==> src/rtl/mdu_seq32.sv <==
// Sequential radix-2 MIPS32 multiply/divide unit owning HI/LO.
// Define MDU_DIV_EN to build the DIV/DIVU datapath; otherwise divide starts are ignored.
module adder32 (
  input  logic [31:0] a,
  input  logic [31:0] b,
  input  logic        ci,
  output logic [31:0] s,
  output logic        co
);
  logic c;

  always_comb begin
    c = ci;
    s = 32'h0;
    for (int i = 0; i < 32; i++) begin
      s[i] = a[i] ^ b[i] ^ c;
      c    = (a[i] & b[i]) | (c & (a[i] ^ b[i]));
    end
    co = c;
  end
endmodule

module mdu_seq32 #(
  parameter int ITER = 32
) (
  input  logic        clk,
  input  logic        rst,
  input  logic        start,
  input  logic [1:0]  op,
  input  logic [31:0] a,
  input  logic [31:0] b,
  input  logic        hi_we,
  input  logic        lo_we,
  input  logic [31:0] wdata,
  output logic        busy,
  output logic        done,
  output logic [31:0] hi,
  output logic [31:0] lo
);
  typedef enum logic [1:0] {IDLE, RUN, FIX} state_t;

  state_t      state_q, state_d;
  logic [4:0]  cnt_q, cnt_d;
  logic [31:0] mcand_q, mcand_d;
  logic [31:0] upper_q, upper_d;
  logic [31:0] lower_q, lower_d;
  logic [31:0] hi_q, hi_d;
  logic [31:0] lo_q, lo_d;
  logic        neg_res_q, neg_res_d;
  logic        done_q, done_d;
`ifdef MDU_DIV_EN
  logic [31:0] ndiv_q, ndiv_d;
  logic        is_div_q, is_div_d;
  logic        neg_rem_q, neg_rem_d;
  logic        dz_q, dz_d;
  logic [31:0] rem_sh, q_fix, r_fix;
  logic        ge;
`endif

  logic        a_neg, b_neg, accept;
  logic [31:0] a_mag, b_mag;
  logic [31:0] add_a, add_b, sum;
  logic        co;
  logic [63:0] prod, prod_neg;

  adder32 u_add (
    .a  (add_a),
    .b  (add_b),
    .ci (1'b0),
    .s  (sum),
    .co (co)
  );

  assign a_neg    = op[0] & a[31];
  assign b_neg    = op[0] & b[31];
  assign a_mag    = a_neg ? -a : a;
  assign b_mag    = b_neg ? -b : b;
  assign prod     = {upper_q, lower_q};
  assign prod_neg = -prod;

`ifdef MDU_DIV_EN
  assign accept = (state_q == IDLE) && start;
  assign rem_sh = {upper_q[30:0], lower_q[31]};
  // Shifted-out rem bit or adder carry means rem >= divisor.
  assign ge     = upper_q[31] | co | dz_q;
  assign q_fix  = neg_res_q ? -lower_q : lower_q;
  assign r_fix  = neg_rem_q ? -upper_q : upper_q;
`else
  assign accept = (state_q == IDLE) && start && !op[1];
`endif

  always_comb begin
    add_a = upper_q;
    add_b = lower_q[0] ? mcand_q : 32'h0;
`ifdef MDU_DIV_EN
    if (is_div_q) begin
      add_a = rem_sh;
      add_b = ndiv_q;
    end
`endif
  end

  always_comb begin
    state_d   = state_q;
    cnt_d     = cnt_q;
    mcand_d   = mcand_q;
    upper_d   = upper_q;
    lower_d   = lower_q;
    hi_d      = hi_q;
    lo_d      = lo_q;
    neg_res_d = neg_res_q;
    done_d    = 1'b0;
`ifdef MDU_DIV_EN
    ndiv_d    = ndiv_q;
    is_div_d  = is_div_q;
    neg_rem_d = neg_rem_q;
    dz_d      = dz_q;
`endif
    unique case (state_q)
      IDLE: begin
        if (hi_we) hi_d = wdata;
        if (lo_we) lo_d = wdata;
        if (accept) begin
          state_d   = RUN;
          cnt_d     = 5'd0;
          mcand_d   = a_mag;
          upper_d   = 32'h0;
          lower_d   = b_mag;
          neg_res_d = a_neg ^ b_neg;
`ifdef MDU_DIV_EN
          is_div_d  = op[1];
          neg_rem_d = a_neg;
          dz_d      = (b == 32'h0);
          ndiv_d    = -b_mag;
          if (op[1]) lower_d = a_mag;
`endif
        end
      end
      RUN: begin
        cnt_d   = cnt_q + 5'd1;
        upper_d = {co, sum[31:1]};
        lower_d = {sum[0], lower_q[31:1]};
`ifdef MDU_DIV_EN
        if (is_div_q) begin
          upper_d = ge ? sum : rem_sh;
          lower_d = {lower_q[30:0], ge};
        end
`endif
        if (cnt_q == 5'(ITER - 1)) state_d = FIX;
      end
      FIX: begin
        hi_d    = neg_res_q ? prod_neg[63:32] : prod[63:32];
        lo_d    = neg_res_q ? prod_neg[31:0] : prod[31:0];
`ifdef MDU_DIV_EN
        if (is_div_q) begin
          hi_d = r_fix;
          lo_d = dz_q ? 32'hFFFF_FFFF : q_fix;
        end
`endif
        done_d  = 1'b1;
        state_d = IDLE;
      end
      default: state_d = IDLE;
    endcase
  end

  always_ff @(posedge clk or posedge rst) begin
    if (rst) begin
      state_q   <= IDLE;
      cnt_q     <= 5'd0;
      mcand_q   <= 32'h0;
      upper_q   <= 32'h0;
      lower_q   <= 32'h0;
      hi_q      <= 32'h0;
      lo_q      <= 32'h0;
      neg_res_q <= 1'b0;
      done_q    <= 1'b0;
`ifdef MDU_DIV_EN
      ndiv_q    <= 32'h0;
      is_div_q  <= 1'b0;
      neg_rem_q <= 1'b0;
      dz_q      <= 1'b0;
`endif
    end else begin
      state_q   <= state_d;
      cnt_q     <= cnt_d;
      mcand_q   <= mcand_d;
      upper_q   <= upper_d;
      lower_q   <= lower_d;
      hi_q      <= hi_d;
      lo_q      <= lo_d;
      neg_res_q <= neg_res_d;
      done_q    <= done_d;
`ifdef MDU_DIV_EN
      ndiv_q    <= ndiv_d;
      is_div_q  <= is_div_d;
      neg_rem_q <= neg_rem_d;
      dz_q      <= dz_d;
`endif
    end
  end

  assign busy = (state_q != IDLE);
  assign done = done_q;
  assign hi   = hi_q;
  assign lo   = lo_q;
endmodule

==> config.mk <==
export PLATFORM = sky130hd
export DESIGN_NAME = mdu_seq32
export DESIGN_NICKNAME = d
export VERILOG_FILES = /design/src/rtl/mdu_seq32.sv
export SDC_FILE = /design/constraint.sdc
export NUM_CORES = 1
export LEC_CHECK = 0
export ABC_AREA = 1
export CORE_MARGIN = 2
export CORE_UTILIZATION = 35
export CTS_CLUSTER_SIZE = 10
export DETAILED_ROUTE_END_ITERATION = 16
export SLEW_MARGIN = 20
export SYNTH_ARGS = -nofsm -noshare
export SYNTH_HDL_FRONTEND = slang
export SYNTH_HIERARCHICAL = 1
export SYNTH_SLANG_ARGS = --single-unit
export TNS_END_PERCENT = 50
==> constraint.sdc <==
create_clock -name clk -period 12 [get_ports clk]
set_input_delay 2.4 -clock clk [delete_from_list [all_inputs] [get_ports clk]]
set_output_delay 2.4 -clock clk [all_outputs]
set_load 0.005 [all_outputs]
==> metrics.cfg <==
[clock_tree]
worst_skew_pair_latency_ns = 0.45
root_cell_of_the_clock_tree = sky130_fd_sc_hd__clkbuf_16
cts_inserted_buffers = 17
ctsLongestPathBuffers = 2
cts.sink_count = 169
clock_tree.htree_level_count = 4
clk_pin_slew_ns = 0.08
tritoncts = yes

[worst_hold_path]
hold_class = reg2reg
min-delay-start = cnt_q[3]
hold_path_depth = 1

[critical_path]
worst-r2r-cell-count = 40
worst_path_most_repeated_cell = sky130_fd_sc_hd__fa_2
slowest_delay_ns = 0.40
crit_path_start = mcand_q[0]
cp-end-kind = flop
worstReg2RegStart = mcand_q[0]
critical-path-slowest-cell = sky130_fd_sc_hd__fa_1
criticalPathCategory = reg2reg
critical_path_peak_fanout = 2
worstSetupStartpointType = flop
timing.critical_path.required_ns = 12.36
cp_data_arrival_time_ns = 12.38

[final_layout]
post_route_cells_drive_above_1_share_pct = 6.51
design.final.nets = 2002
area.growth.synth_to_final_pct = 23.2
antenna_cells_inserted = 0
n_fill_cell = 3556

[floorplanning]
die_w_um = 188
boundaryPins = 169
rows = 67
dieArea_um2 = 35200
effective_utilization_at_floorplan_pct = 35.4
fp.coreArea_um2 = 33400
die_h_um = 188

[global_route]
via_count_of_the_first_global_routing_pass = 11200
globalRoute.totalOverflow = 0
grt_start_max_net_pins = 96
grt_util_all_layers_pct = 24.2
grt_antenna_before_repair = 0
grt_first_pass_wirelength_mm = 65.5

[power_and_ir_drop]
p_leak_nw = 6.53
worst_vdd_rail_ir_drop_mv = 0.107
power_density_normalized_to_cell_area_nw_per_um2 = 233

[placement]
place.gp.congestion = 0.962
pre_cts_slack_ns = -0.281
buffer_ports.inserted = 168
dp_hpwl_mm = 33.5

[sta]
max_freq_ghz = 0.0832
grt_setup_unrepaired = yes
fin_tns_setup_ns = -0.0169
relSlewSlack_pct = 31.1
fin_crit_sh_pct = 100
timing_max_transition_violations_final = 0
timing_hold_violations_final = 0
worst_slew_pin_slew_ns = 1.03
fin_crit_ns = 12.02
clock-skew-final_ns = 0.0180
fin_ws_ns = -0.0169
report.final.setup_viol = 1

[synthesis]
synth_top_cell_area_share_pct = 35.8
muxShareOfSynthArea_pct = 0
synth_compound_area_share_pct = 14.4
synthSimpleGateAreaFrac_pct = 32.9
synth_cells = 1732
number_of_flip_flops_and_latches_in_the_synthesized_netlist = 169
synth-main-ff-cell = sky130_fd_sc_hd__dfrtp_1
post-synth-top-area-cell = sky130_fd_sc_hd__dfrtp_1
synthDistinctLibCells = 50
post_synth_fa_ha_maj_area_fraction_pct = 5.96
synth_async_sr_flop_share_pct = 100
postSynthAreaPerCell_um2 = 6.81
synth_xor_xnor_area_share_pct = 1.93
syn_area_um2 = 11800
share_of_synthesized_area_occupied_by_flip_flops_and_latches_pct = 35.8
synth.area.top_cells = sky130_fd_sc_hd__dfrtp_1, sky130_fd_sc_hd__nand2_1, sky130_fd_sc_hd__nor2_1
synth-edff-count = 0
dominant_combinational_cell_family_by_area_after_synthesis = simple AND/OR/NAND/NOR gates
yosys_warning_total = 6
mapped_nets = 1872

[routing]
drt_pass1_iterations = 8
routed_wl_mm = 42.7
route.detailed.wl_per_inst_um = 18.4
drt_iter0_markers = 1171
detail-route-antenna-nets = 0
drc_errors = 0
route.detailed.vias_per_inst = 5.13
dr_total_vias = 11900

[job]
cap_viol_max_count = 0

[status]
violations_in_the_final_reports = setup timing
status = complete, but fails checks

-- cell usage after synthesis, types with 17 or more instances --
library cell and number:
sky130_fd_sc_hd__a21oi_1 127, sky130_fd_sc_hd__clkbuf_1 43, sky130_fd_sc_hd__dfrtp_1 169, sky130_fd_sc_hd__fa_1 32
sky130_fd_sc_hd__inv_1 193, sky130_fd_sc_hd__nand2_1 439, sky130_fd_sc_hd__nand3_1 173, sky130_fd_sc_hd__nand4_1 17
sky130_fd_sc_hd__nor2_1 257, sky130_fd_sc_hd__o21ai_0 83, sky130_fd_sc_hd__o21ai_1 24, sky130_fd_sc_hd__xor2_1 25
-- worst paths after layout --
path / end / slack (ns)
setup / recovery: add_a[30] / -0.02
min in group asynchronous: lo[4] / 2.47
max in group asynchronous: neg_res_q / 7.96
hold / removal: cnt_q[3] / 0.48
hold reg to reg: cnt_q[3] / 0.48
setup reg to reg: add_a[30] / -0.02
-- kinds of logic (layout without fill, tap and decap cells) --
group	after synthesis	after routing
AND/OR/NAND/NOR	929	929
AO/OA/AOI/OAI	300	300
buffers and inverters	270	413
flip-flops	169	169
adder cells (fa/ha/maj)	37	37
XOR/XNOR	26	26
other	1	1
-- metrics by stage --
step	cell area (µm²)	std cells	hold WS [ns]	utilization (%)	power, mW
6_report	14500	2323	0.479	43.6	3.39
3_5_place_dp	13900	2291	0.464	41.7	2.78
2_1_floorplan	11900	1732	0.440	-	2.10
5_1_grt	14500	2323	0.490	43.6	3.67
4_1_cts	14500	2323	0.475	43.6	3.38
3_3_place_gp	13900	2291	0.458	41.7	2.75
-- cells in the final DEF (no fill, tap or decap), types with 5 or more instances in the layout --
master,synthesis,final
sky130_fd_sc_hd__o21ai_0,83,82
sky130_fd_sc_hd__o21ai_2,5,7
sky130_fd_sc_hd__inv_6,0,6
sky130_fd_sc_hd__o21ai_1,24,23
sky130_fd_sc_hd__nor2_2,9,8
sky130_fd_sc_hd__ha_1,5,5
sky130_fd_sc_hd__xor2_1,25,25
sky130_fd_sc_hd__nand3_1,173,173
sky130_fd_sc_hd__o221ai_1,11,11
sky130_fd_sc_hd__a31oi_1,8,8
sky130_fd_sc_hd__dfrtp_1,169,168
sky130_fd_sc_hd__inv_1,193,191
sky130_fd_sc_hd__nor3_1,8,8
sky130_fd_sc_hd__buf_4,1,11
sky130_fd_sc_hd__nor2_1,257,257
sky130_fd_sc_hd__inv_2,8,9
sky130_fd_sc_hd__a21oi_1,127,127
sky130_fd_sc_hd__nand2_1,439,439
sky130_fd_sc_hd__or2_2,9,9
sky130_fd_sc_hd__o22ai_1,16,16
sky130_fd_sc_hd__clkdlybuf4s50_1,0,168
sky130_fd_sc_hd__o21bai_1,11,11
sky130_fd_sc_hd__nand3b_1,5,5
sky130_fd_sc_hd__nand4_1,17,17
sky130_fd_sc_hd__fa_2,0,29
sky130_fd_sc_hd__clkbuf_16,0,17
-- repair_timing --
item,CTS,global route
endpoints found under the setup margin,2,3
buffers inserted,0,0
hold buffers,0,0
resized for setup,7,2
pin swaps,3,3
-- final cells by class --
class / count / area, µm² / share of cell area [%]
clock buffer: 17 / 425 / 2.93
multi-input combinational: 1293 / 6600 / 45.4
tap: 448 / 561 / 3.86
inverter: 202 / 763 / 5.25
timing repair buffer: 179 / 1760 / 12.1
sequential: 169 / 4230 / 29.1
clock inverter: 15 / 189 / 1.30
-- power breakdown --
group          switching, mW  internal [mW]  leakage, nW
Combinational          0.994          0.677         4.24
Sequential             0.280          0.844         1.99
Clock                  0.260          0.333        0.301
-- metal layers --
| metal | track usage [%] | vias to the layer above | part of all wire [%] |
|---|---|---|---|
| met5 | 0 | - | 0 |
| met4 | 6.78 | 0 | 2.0 |
| met3 | 4.02 | 31 | 6.6 |
| met2 | 36.9 | 449 | 44 |
| met1 | 35.2 | 5599 | 48 |
| li1 | - | 5829 | - |
-- flip-flops by register name, indices dropped and copies added, names as in the netlist, 2 cells and up --
| signal | flops |
|---|---|
| add_a | 32 |
| hi | 32 |
| lo | 32 |
| lower_q | 32 |
| mcand_q | 32 |
| cnt_q | 5 |
| state_q | 2 |
-- critical path: cells and delay by family (launching register included) --
family / cells / cell delay [ns]
AO/OA/AOI/OAI: 1 / 0.09
adder cells (fa/ha/maj): 32 / 11.05
buffers and inverters: 5 / 0.29
flip-flops: 1 / 0.38
AND/OR/NAND/NOR: 2 / 0.12
(Power assumes the default switching activity.)
